--- src/rtl/l1_l2_arbiter_pkg.sv ---
// Shared types for the L1 <-> L2 line arbiter.
package l1_l2_arbiter_pkg;

  typedef enum logic {
    ICACHE = 1'b0,
    DCACHE = 1'b1
  } arb_owner_t;

  typedef enum logic {
    OP_READ  = 1'b0,
    OP_WRITE = 1'b1
  } arb_op_t;

  typedef enum logic [1:0] {
    IDLE   = 2'd0,
    BUSY   = 2'd1,
    FINISH = 2'd2
  } l1l2_state_t;

endpackage

--- src/rtl/l1_l2_arbiter_if.sv ---
// Cache-line port: request strobes, address and write line from the master,
// returned line and one-cycle completion from the slave.
interface l1_l2_arbiter_if #(
  parameter int unsigned LINE_W = 256,
  parameter int unsigned ADDR_W = 32
);
  logic              read;
  logic              write;
  logic [ADDR_W-1:0] addr;
  logic [LINE_W-1:0] wdata;
  logic [LINE_W-1:0] rdata;
  logic              resp;

  modport master (output read, write, addr, wdata, input rdata, resp);
  modport slave  (input read, write, addr, wdata, output rdata, resp);
endinterface

--- src/rtl/l1_l2_arbiter_rr_grant2.sv ---
// Two-way grant selection between icache and dcache, with the last-grant flop.
module rr_grant2
  import l1_l2_arbiter_pkg::*;
#(
  parameter int unsigned RR_ENABLE = 1
) (
  input  logic       clk,
  input  logic       reset,
  input  logic       req_i,
  input  logic       req_d,
  input  logic       grant,
  output arb_owner_t winner
);

  arb_owner_t last_grant;

  // Winner: lone requester, else round-robin or fixed dcache priority.
  always_comb begin
    winner = DCACHE;
    if (req_i && !req_d)
      winner = ICACHE;
    else if (req_i && req_d && (RR_ENABLE != 0) && (last_grant == DCACHE))
      winner = ICACHE;
  end

  // Remember who was granted last so ties alternate.
  always_ff @(posedge clk or posedge reset) begin
    if (reset)
      last_grant <= DCACHE;
    else if (grant)
      last_grant <= winner;
  end

endmodule

--- src/rtl/l1_l2_arbiter.sv ---
// Shares the single L2 line port between the L1 icache and dcache, one
// transaction at a time, with registered L2 drive and a one-cycle response.
module l1_l2_arbiter
  import l1_l2_arbiter_pkg::*;
#(
  parameter int unsigned LINE_W    = 256,
  parameter int unsigned ADDR_W    = 32,
  parameter int unsigned RR_ENABLE = 1
) (
  input  logic             clk,
  input  logic             reset,
  l1_l2_arbiter_if.slave   icache,
  l1_l2_arbiter_if.slave   dcache,
  l1_l2_arbiter_if.master  l2
);

  l1l2_state_t       state;
  logic [ADDR_W-1:0] addr_reg;
  logic [LINE_W-1:0] wdata_reg;
  logic [LINE_W-1:0] rdata_reg;
  arb_owner_t        owner_reg;
  arb_op_t           op_reg;

  logic              any_req;
  logic              grant;
  arb_owner_t        winner;
  arb_op_t           win_op;

  assign any_req = icache.read || dcache.read || dcache.write;
  assign grant   = (state == IDLE) && any_req;

  rr_grant2 #(
    .RR_ENABLE (RR_ENABLE)
  ) u_grant (
    .clk    (clk),
    .reset  (reset),
    .req_i  (icache.read),
    .req_d  (dcache.read || dcache.write),
    .grant  (grant),
    .winner (winner)
  );

  // A dcache write takes precedence over a simultaneous dcache read.
  always_comb begin
    win_op = OP_READ;
    if (winner == DCACHE && dcache.write)
      win_op = OP_WRITE;
  end

  // Transaction sequencing plus grant-time capture of addr/wdata/op/owner.
  always_ff @(posedge clk or posedge reset) begin
    if (reset) begin
      state     <= IDLE;
      addr_reg  <= '0;
      wdata_reg <= '0;
      rdata_reg <= '0;
      owner_reg <= DCACHE;
      op_reg    <= OP_READ;
    end else begin
      case (state)
        IDLE: begin
          if (any_req) begin
            owner_reg <= winner;
            op_reg    <= win_op;
            addr_reg  <= (winner == DCACHE) ? dcache.addr : icache.addr;
            if (win_op == OP_WRITE)
              wdata_reg <= dcache.wdata;
            state <= BUSY;
          end
        end
        BUSY: begin
          if (l2.resp) begin
            if (op_reg == OP_READ)
              rdata_reg <= l2.rdata;
            state <= FINISH;
          end
        end
        FINISH:  state <= IDLE;
        default: state <= IDLE;
      endcase
    end
  end

  // Outputs are pure decodes of registered state, so reset drops them at once.
  always_comb begin
    l2.read      = (state == BUSY) && (op_reg == OP_READ);
    l2.write     = (state == BUSY) && (op_reg == OP_WRITE);
    l2.addr      = addr_reg;
    l2.wdata     = wdata_reg;
    icache.resp  = (state == FINISH) && (owner_reg == ICACHE);
    dcache.resp  = (state == FINISH) && (owner_reg == DCACHE);
    icache.rdata = rdata_reg;
    dcache.rdata = rdata_reg;
  end

endmodule

--- src/flat_wrapper.sv ---
// flat-port wrapper written by rule: the top's interface ports become plain ports
module l1_l2_arbiter_flat import l1_l2_arbiter_pkg::*;
#(
  parameter int unsigned LINE_W    = 256,
  parameter int unsigned ADDR_W    = 32,
  parameter int unsigned RR_ENABLE = 1
)
  (clk, reset, icache_read, icache_write, icache_addr, icache_wdata, icache_rdata, icache_resp, dcache_read, dcache_write, dcache_addr, dcache_wdata, dcache_rdata, dcache_resp, l2_read, l2_write, l2_addr, l2_wdata, l2_rdata, l2_resp);
  l1_l2_arbiter_if #(.LINE_W(LINE_W), .ADDR_W(ADDR_W)) icache_i ();
  l1_l2_arbiter_if #(.LINE_W(LINE_W), .ADDR_W(ADDR_W)) dcache_i ();
  l1_l2_arbiter_if #(.LINE_W(LINE_W), .ADDR_W(ADDR_W)) l2_i ();
  input  logic clk;
  input  logic reset;
  input wire logic [$bits(icache_i.read)-1:0] icache_read;
  input wire logic [$bits(icache_i.write)-1:0] icache_write;
  input wire logic [$bits(icache_i.addr)-1:0] icache_addr;
  input wire logic [$bits(icache_i.wdata)-1:0] icache_wdata;
  output wire logic [$bits(icache_i.rdata)-1:0] icache_rdata;
  output wire logic [$bits(icache_i.resp)-1:0] icache_resp;
  input wire logic [$bits(dcache_i.read)-1:0] dcache_read;
  input wire logic [$bits(dcache_i.write)-1:0] dcache_write;
  input wire logic [$bits(dcache_i.addr)-1:0] dcache_addr;
  input wire logic [$bits(dcache_i.wdata)-1:0] dcache_wdata;
  output wire logic [$bits(dcache_i.rdata)-1:0] dcache_rdata;
  output wire logic [$bits(dcache_i.resp)-1:0] dcache_resp;
  output wire logic [$bits(l2_i.read)-1:0] l2_read;
  output wire logic [$bits(l2_i.write)-1:0] l2_write;
  output wire logic [$bits(l2_i.addr)-1:0] l2_addr;
  output wire logic [$bits(l2_i.wdata)-1:0] l2_wdata;
  input wire logic [$bits(l2_i.rdata)-1:0] l2_rdata;
  input wire logic [$bits(l2_i.resp)-1:0] l2_resp;
  assign icache_i.read = icache_read;
  assign icache_i.write = icache_write;
  assign icache_i.addr = icache_addr;
  assign icache_i.wdata = icache_wdata;
  assign icache_rdata = icache_i.rdata;
  assign icache_resp = icache_i.resp;
  assign dcache_i.read = dcache_read;
  assign dcache_i.write = dcache_write;
  assign dcache_i.addr = dcache_addr;
  assign dcache_i.wdata = dcache_wdata;
  assign dcache_rdata = dcache_i.rdata;
  assign dcache_resp = dcache_i.resp;
  assign l2_read = l2_i.read;
  assign l2_write = l2_i.write;
  assign l2_addr = l2_i.addr;
  assign l2_wdata = l2_i.wdata;
  assign l2_i.rdata = l2_rdata;
  assign l2_i.resp = l2_resp;
  l1_l2_arbiter #(.LINE_W(LINE_W), .ADDR_W(ADDR_W), .RR_ENABLE(RR_ENABLE)) u_core (.clk(clk), .reset(reset), .icache(icache_i), .dcache(dcache_i), .l2(l2_i));
endmodule
--- config.mk ---
export PLATFORM = sky130hd
export DESIGN_NAME = l1_l2_arbiter_flat
export DESIGN_NICKNAME = d
export VERILOG_FILES = /design/src/rtl/l1_l2_arbiter_pkg.sv /design/src/rtl/l1_l2_arbiter_if.sv /design/src/rtl/l1_l2_arbiter_rr_grant2.sv /design/src/rtl/l1_l2_arbiter.sv /design/src/flat_wrapper.sv
export SDC_FILE = /design/constraint.sdc
export NUM_CORES = 1
export LEC_CHECK = 0
export BUFFER_PORTS_ARGS = -buffer_cell sky130_fd_sc_hd__buf_2
export CAP_MARGIN = 25
export CORE_AREA = 4 4 631 633
export DETAILED_ROUTE_END_ITERATION = 8
export DIE_AREA = 0 0 635 637
export PLACE_DENSITY = 0.3
export SYNTH_ARGS = -nofsm -noshare
export SYNTH_HDL_FRONTEND = slang
export SYNTH_SLANG_ARGS = --single-unit
--- constraint.sdc ---
create_clock -name clk -period 15.7 [get_ports clk]
set_input_delay 1.57 -clock clk [delete_from_list [all_inputs] [get_ports clk]]
set_output_delay 1.57 -clock clk [all_outputs]
set_load 0.02 [all_outputs]
==> run metrics, run 1 <==
most common cell after layout, fill and taps aside=buf_2; std cell rows=230; CTS Buf Count=between 80 and 90; remaining global-route overflow=0; Max Buffers Root-to-Sink=4; Post-CTS Hold Buffers=0; most frequent cells in the layout=buf_2 (1385), dfrtp_1 (547), mux2_2 (400), mux2_4 (90), clkbuf_16 (87); Area Growth Syn to Fin=61.26%; Pleak=16.10 nW; Die Width=635 µm; Nets=3542; Initial Util=0.05900; DRC viols=0; Min-Delay Path Depth=1; final hold viol count=0; Post-Syn Area=about 23000 µm²; final setup margin=between 10000 and 15000 ps; H-tree levels=3; Layout fillers=45420; layout cells sized above 1=0.7363; r2r setup slk=around 12000 ps; max frequency=234.1 MHz; synth warn=0; PortBufs=1385; FF-to-FF Start=u_core.state[1]$_DFFE_PP0P_; Avg Cell Area, Syn=approximately 15 µm²; Setup Skew=between 70 and 80 ps; Die H=637 µm; clock sinks=548; pwr dens=252.1 nW/µm²; Clk Latency, worst-skew pair=between 800 and 900 ps; Worst Path Required=between 15000 and 20000 ps; xor and xnor area share after synthesis=0; post-synthesis register bit count=approximately 550; worst-margin pin slew=1030 ps; Final Cycle Share=0.2721; Core Footprint=392000 µm²; final instance area=37290 µm²; syn nets=2385; final core utilization=0.09514; Cell variety after synth=24; num ports=1643; max-cap check violation count=0; post-synthesis mux area share=0.2639; worst hold path class=flop to flop; area share of fa/ha/maj cells after synthesis=0; reg2reg end=u_core.dcache.rdata[5]$_DFFE_PP0P_; hpwl dp=205500 µm; unrepaired setup endpoints after global routing=false; post-route setup TNS=0 ps; Slew headroom=0.3136; WL final=231200 µm; CP Class=input port to async pin; DR vias=19220; PostCTS Resize Cnt=0; die area=404500 µm²; startpoint types=input port; gpl congestion=0.8241; hold_sp=u_core.l2.wdata[24]$_DFFE_PP0P_; register area share after synthesis=0.5930; Setup WS pre-CTS=10460 ps; CP Data Arrival Time=approximately 5000 ps; DP Area=between 30000 and 40000 µm²; pins over their slew limit=0; vias in the first global route=19230; hold slack=498.2 ps; Worst Hold End=u_core.l2.wdata[24]$_DFFE_PP0P_; Root Buffer=clkbuf_16; DP Cell Count=7832; largest net degree at the start of global routing=around 120; Reg2Reg Depth=5; status=completed; drt wl/cell=28.81 µm; router iterations before antenna repair=4; Synth Area in Compound Gates=0.02429; clk slew on worst S/H paths=~60 ps; largest family of logic cells by synthesized area=multiplexers; CP Capture Type=async pin; Antenna Violating Nets Remaining=0; worst-path fanout max=107; CTS tree=done; Tmin final=~4300 ps; GRT Total Usage=0.1102; total power draw=~9.4 mW; post-synthesis cell count=~1500; simple-gate area share of the yosys netlist=0.01006; initial antenna violation count=316; non-filler cells, final=8023; first-pass GRT wire length=~280000 µm; setup violators final=0; drt first-iter violations=935; worst-case vdd ir drop=101.7 µV; vias per inst=about 2.4; Post-CTS Setup Inserts=0
cell usage after synthesis (all sizes together):
cell type  count  share of area
o21ba          1        0.00043
nand2          1        0.00016
o21ai         33         0.0071
nor3b          1        0.00032
mux2         512           0.26
nand3         33         0.0071
buf          317           0.10
nor2           3        0.00060
a31oi         33         0.0089
o21bai         2        0.00065
nand2b         1        0.00027
dfrtp        547           0.59
inv            3        0.00049
or3            1        0.00027
and2           2        0.00054
a21oi         33         0.0071
and3b          2        0.00076
dfstp          1         0.0011
clkbuf        20         0.0032
final cells by class:
cell class / count / area, µm² / area share
Sequential cell: 548 / 13710 / 0.3678
Antenna cell: 39 / 97.59 / 0.002617
Clock buffer: 117 / 2420 / 0.06489
Multi-Input combinational cell: 658 / 6929 / 0.1858
Clock inverter: 33 / 427.9 / 0.01147
Inverter: 3 / 15.01 / 0.0004026
Tap cell: 5220 / 6531 / 0.1751
Timing Repair Buffer: 1405 / 7157 / 0.1919
critical path: stages:
cell	delay, ps
buf_2	110
clkinvlp_4	430
buf_4	800
buf_4	560
buf_12	390
buf_4	750
power by group:
group | total [mW] | internal, mW | switching [mW]
sequential | 2.78 | 2.15 | 0.630
combinational | 4.61 | 1.54 | 3.07
clock | 2.01 | 1.21 | 0.805
routing by layer:
metal / track usage / vias up / share of wire / routed length, µm
met2: 0.1879 / 1491 / 0.47 / 108400
met1: 0.09779 / 9349 / 0.31 / 71290
met5: 0 / - / 0.0037 / 863
li1: - / 7501 / - / -
met4: 0.02341 / 126 / 0.034 / 7795
met3: 0.09592 / 755 / 0.19 / 42790
worst max-delay path by stage:
stage | startpoint | to | slack [ps] | cells after the start
2_1_floorplan | reset | u_core.dcache.rdata[0]$_DFFE_PP0P_ | 6670 | 1
4_1_cts | reset | u_core.dcache.rdata[92]$_DFFE_PP0P_ | 11340 | 6
3_5_place_dp | reset | u_core.dcache.rdata[92]$_DFFE_PP0P_ | 10460 | 6
5_1_grt | reset | u_core.dcache.rdata[92]$_DFFE_PP0P_ | 10930 | 6
6_report | reset | u_core.dcache.rdata[252]$_DFFE_PP0P_ | 11430 | 6
3_3_place_gp | reset | u_core.dcache.rdata[92]$_DFFE_PP0P_ | 10490 | 6
logic make-up (layout without fill, tap and decap cells):
group,count (synthesis),in the layout
AOI/OAI and AO/OA,102,102
other,0,39
DFF,548,548
muxes,512,512
buffers and inverters,340,1558
and+or+nand+nor,44,44
(Power assumes the default switching activity.)
==> run 2, diff against run 1 <==
Settings changed: CORE_AREA 4 4 631 633 to 4 4 635 637, DIE_AREA 0 0 635 637 to 0 0 639 641.
Clock period 15.7 ns to 4.3 ns, I/O delays scaled along.
==> run metrics, run 2 (synthesis results as in run 1) <==
Final Cycle Share=0.6772; final core utilization=0.1086; total power draw=35.28 mW; CP Capture Type=flop; Die H=641 µm; pins over their slew limit=0; PortBufs=approximately 1400; Slew headroom=0.4063; CTS tree=done; Critical Path Most Common Cell=buf_4; worst-path fanout max=35; router iterations before antenna repair=5; DR vias=around 21000; Area Growth Syn to Fin=86.94%; final hold viol count=0; DRC viols=0; CP Class=flop to flop; largest net degree at the start of global routing=between 70 and 80; startpoint types=flop; most frequent cells in the layout=buf_2 (1385), dlygate4sd3_1 (578), dfrtp_1 (547), mux2_2 (400), mux2_4 (90); Max Buffers Root-to-Sink=4; worst-case vdd ir drop=368.9 µV; clk slew on worst S/H paths=around 60 ps; remaining global-route overflow=0; slowest CP cell=and2_1; Antenna Violating Nets Remaining=0; Setup Skew=66.47 ps; drt first-iter violations=932; vias in the first global route=between 20000 and 25000; Nets=4135; Worst Path Buf+Inv=3; die area=409600 µm²; Pleak=18.56 nW; H-tree levels=3; WL final=between 200000 and 250000 µm; Worst Path Required=4910 ps; Root Buffer=clkbuf_16; Crit path largest cell delay=650 ps; unrepaired setup endpoints after global routing=false; CP Data Arrival Time=3530 ps; CTS Buf Count=82; Initial Util=0.05811; worst-margin pin slew=890.6 ps; max-cap check violation count=0; status=completed; num ports=between 1500 and 2000; area occupied by multi-input gates=6922 µm²; Top delay family on crit path=buffers and inverters; hpwl dp=213100 µm; gpl congestion=between 0.7 and 0.8; drt wl/cell=around 27 µm; Die Width=639 µm; first-pass GRT wire length=~290000 µm; clock sinks=548; vias per inst=around 2.4; setup violators final=0; layout cells sized above 1=0.6102; Layout fillers=45630; initial antenna violation count=306; most common cell after layout, fill and taps aside=buf_2; Clk Latency, worst-skew pair=780 ps; worst hold path class=input port to flop; Reg area=13710 µm²; max frequency=343.4 MHz; Core Footprint=398000 µm²; std cell rows=232; cell chain of the critical path=nor2_4 -> buf_4 -> and2_1 -> buf_4 -> a31oi_1 -> dlygate4sd3_1; pwr dens=between 800 and 900 nW/µm²; GRT Total Usage=0.1114; Tmin final=2912 ps
## run 2: changes by cell type in the layout (fill, tap and decap cells not counted), sizes merged
cell / previous run / this run
diode: 39 / 55
clkinvlp: 7 / 4
clkbuf: 117 / 112
buf: 1405 / 1425
inv: 5 / 7
bufinv: 8 / 7
dlygate4sd3: 0 / 578
clkinv: 16 / 14
## run 2: layout make-up
cell class	instances	area share
tap	5265	0.1524
clock buffer	112	0.05360
antenna	55	0.003184
multi-input combinational	658	0.1601
inverter	3	0.0003473
timing repair buffer	2003	0.3047
sequential	548	0.3172
clock inverter	29	0.008422
## run 2: tightest hold or removal path, cell delays in order
cell	delay, ps
buf_2	90
buf_4	250
a31oi_1	190
## run 2: report_power, final
part	switching, mW	internal, mW	total (mW)
clock network	2.82	4.18	7.00
registers	2.24	7.84	10.1
logic	12.0	6.22	18.2
## run 2: through the flow
step / std cells / hold slack, ps / setup TNS (ps) / setup WS (ps) / cell area [µm²]
2_1_floorplan: 1546 / 518.0 / -1962520 / -3585 / 23130
3_3_place_gp: 7898 / 488.0 / 0 / 1349 / 34600
3_5_place_dp: 7899 / 486.5 / 0 / 1329 / 34630
4_1_cts: 8618 / 156.6 / 0 / 1300 / 43100
5_1_grt: 8631 / 282.2 / 0 / 1210 / 43130
6_report: 8673 / 248.6 / 0 / 1388 / 43230
## run 2: path summary, 6_finish.rpt
path / from / endpoint / slack, ps / cells after the start
worst max-delay path: u_core.state[0]$_DFFE_PP0P_ / u_core.l2.addr[23]$_DFFE_PP0P_ / 1390 / 6
worst min-delay path: icache_read / u_core.owner_reg$_DFFE_PP1P_ / 250 / 3
worst max register to register: u_core.state[0]$_DFFE_PP0P_ / u_core.l2.addr[23]$_DFFE_PP0P_ / 1390 / 6
worst min register to register: u_core.l2.wdata[94]$_DFFE_PP0P_ / u_core.l2.wdata[94]$_DFFE_PP0P_ / 500 / 1
max in group asynchronous: reset / u_core.l2.addr[23]$_DFFE_PP0P_ / 2480 / 4
min in group asynchronous: reset / u_core.dcache.rdata[55]$_DFFE_PP0P_ / 410 / 3
## run 2: layer usage
layer	track usage	vias up	wire, µm	part of all wire
li1	-	8733	-	-
met4	0.02442	88	8163	0.034
met1	0.1135	10260	83310	0.35
met5	0	-	578	0.0024
met3	0.06500	647	30080	0.13
met2	0.1958	1339	115700	0.49
## run 2: repair_timing
| item | CTS | global route |
|---|---|---|
| resized for setup | 0 | 0 |
| hold buffers | 578 | 0 |
| endpoints found under the hold margin | 554 | 0 |
| buffers inserted | 0 | 0 |
==> run 3, diff against run 2 <==
Clock period 4.3 ns to 2.71 ns, I/O delays scaled along.
==> run metrics, run 3 (synthesis results as in run 1) <==
pins over their slew limit=0; worst-case vdd ir drop=681.4 µV; vias in the first global route=22110; Die H=641 µm; max frequency=around 400 MHz; CP Class=flop to flop; Area Growth Syn to Fin=89.08%; Final Cycle Share=0.9241; worst-margin pin slew=811.4 ps; clk slew on worst S/H paths=approximately 70 ps; r2r setup slk=210 ps; DR vias=between 20000 and 25000; first-pass GRT wire length=289400 µm; final hold viol count=0; Clk Latency, worst-skew pair=810 ps; total power draw=56.47 mW; largest net degree at the start of global routing=70; clock sinks=548; Slew headroom=0.4585; worst-path fanout max=35; drt wl/cell=between 20 and 30 µm; initial antenna violation count=roughly 310; layout cells sized above 1=0.6126; final setup margin=205.8 ps; most common cell after layout, fill and taps aside=buf_2; CP Capture Type=flop; Worst Path Required=3360 ps; Nets=4173; hold slack=102.6 ps; Root Buffer=clkbuf_16; Max Buffers Root-to-Sink=4; unrepaired setup endpoints after global routing=false; met3 usage=0.06703; status=completed; vias per inst=2.443; remaining global-route overflow=0; DRC viols=0; GRT Total Usage=0.1123; post-route setup TNS=0 ps; M2 GR Usage=0.1950; CTS Buf Count=85; WL final=239700 µm; CTS tree=done; setup violators final=0; pwr dens=about 1300 nW/µm²; Pleak=18.77 nW; max-cap check violation count=0; CP Data Arrival Time=approximately 3200 ps; num ports=1643; std cell rows=232; GR peak layer=met2; hpwl dp=between 200000 and 250000 µm; gpl congestion=0.7871; Core Footprint=398000 µm²; Die Width=approximately 640 µm; Antenna Violating Nets Remaining=0; startpoint types=flop; most frequent cells in the layout=buf_2 (1385), dlygate4sd3_1 (583), dfrtp_1 (547), mux2_2 (400), mux2_4 (90); H-tree levels=3; Setup Skew=90.89 ps; Setup WS pre-CTS=476.8 ps; drt first-iter violations=between 1000 and 1500; PortBufs=1385; router iterations before antenna repair=5; Initial Util=0.05811; worst hold path class=input port to flop; met1 Use GR=0.1129; non-filler cells, final=8734; DP Cell Count=7929; Tmin final=2504 ps; die area=409600 µm²
[run 3: cell count changes in the layout (fill, tap and decap cells not counted), moves of 2 or more]
cell / delta
diode_2: +22
buf_4: +18
buf_12: +12
clkbuf_8: +8
dlygate4sd3_1: +5
bufinv_16: -4
clkbuf_16: +3
clkinv_2: -3
clkbuf_1: +2
[run 3: repair_timing]
| item | in CTS | in global routing |
|---|---|---|
| gates resized for setup | 0 | 1 |
| setup buffers | 0 | 0 |
| hold buffers | 583 | 0 |
| endpoints found under the setup margin | 0 | 21 |
| endpoints found under the hold margin | 549 | 0 |
[run 3: power breakdown]
group	total, mW	switching (mW)	leakage (nW)	internal, mW
registers	16.0	3.59	6.46	12.4
logic	29.2	19.1	11.0	10.1
clock network	11.2	4.59	1.33	6.65
total	56.5	27.3	18.8	29.1
[run 3: worst max-delay path: stages (launching register included)]
cell and delay [ps]:
dfrtp_1 440, nor2_4 180, buf_6 340, and2_1 180
buf_4 390, a31oi_1 160, dlygate4sd3_1 600
[run 3: final timing paths]
check / startpoint / endpoint / depth (start not counted)
setup / recovery: u_core.state[0]$_DFFE_PP0P_ / u_core.l2.addr[27]$_DFFE_PP0P_ / 6
hold / removal: dcache_read / u_core.owner_reg$_DFFE_PP1P_ / 4
setup reg to reg: u_core.state[0]$_DFFE_PP0P_ / u_core.l2.addr[27]$_DFFE_PP0P_ / 6
hold reg to reg: u_core.l2.wdata[231]$_DFFE_PP0P_ / u_core.l2.wdata[231]$_DFFE_PP0P_ / 1
max in group asynchronous: reset / u_core.l2.wdata[4]$_DFFE_PP0P_ / 5
min in group asynchronous: reset / u_core.dcache.rdata[28]$_DFFE_PP0P_ / 4
[run 3: metal layers]
| metal | wire (µm) | vias up | share of wire |
|---|---|---|---|
| li1 | - | 8814 | - |
| met1 | 82580 | 10440 | 0.34 |
| met2 | 115600 | 1362 | 0.48 |
| met3 | 31180 | 643 | 0.13 |
| met4 | 9900 | 78 | 0.041 |
| met5 | 512 | - | 0.0021 |
[run 3: layout make-up]
class / count / area (µm²)
tap: 5265 / 6588
fill: 45620 / 354200
multi-input combinational: 658 / 6922
antenna: 77 / 192.7
timing repair buffer: 2038 / 13580
inverter: 3 / 15.01
clock inverter: 20 / 200.2
sequential: 548 / 13710
clock buffer: 125 / 2510
[run 3: metrics by stage]
stage	utilization	area [µm²]
6_report	0.1099	43730
5_1_grt	0.1096	43600
4_1_cts	0.1094	43530
3_5_place_dp	0.08790	34980
3_3_place_gp	0.08790	34980
2_1_floorplan	-	23130
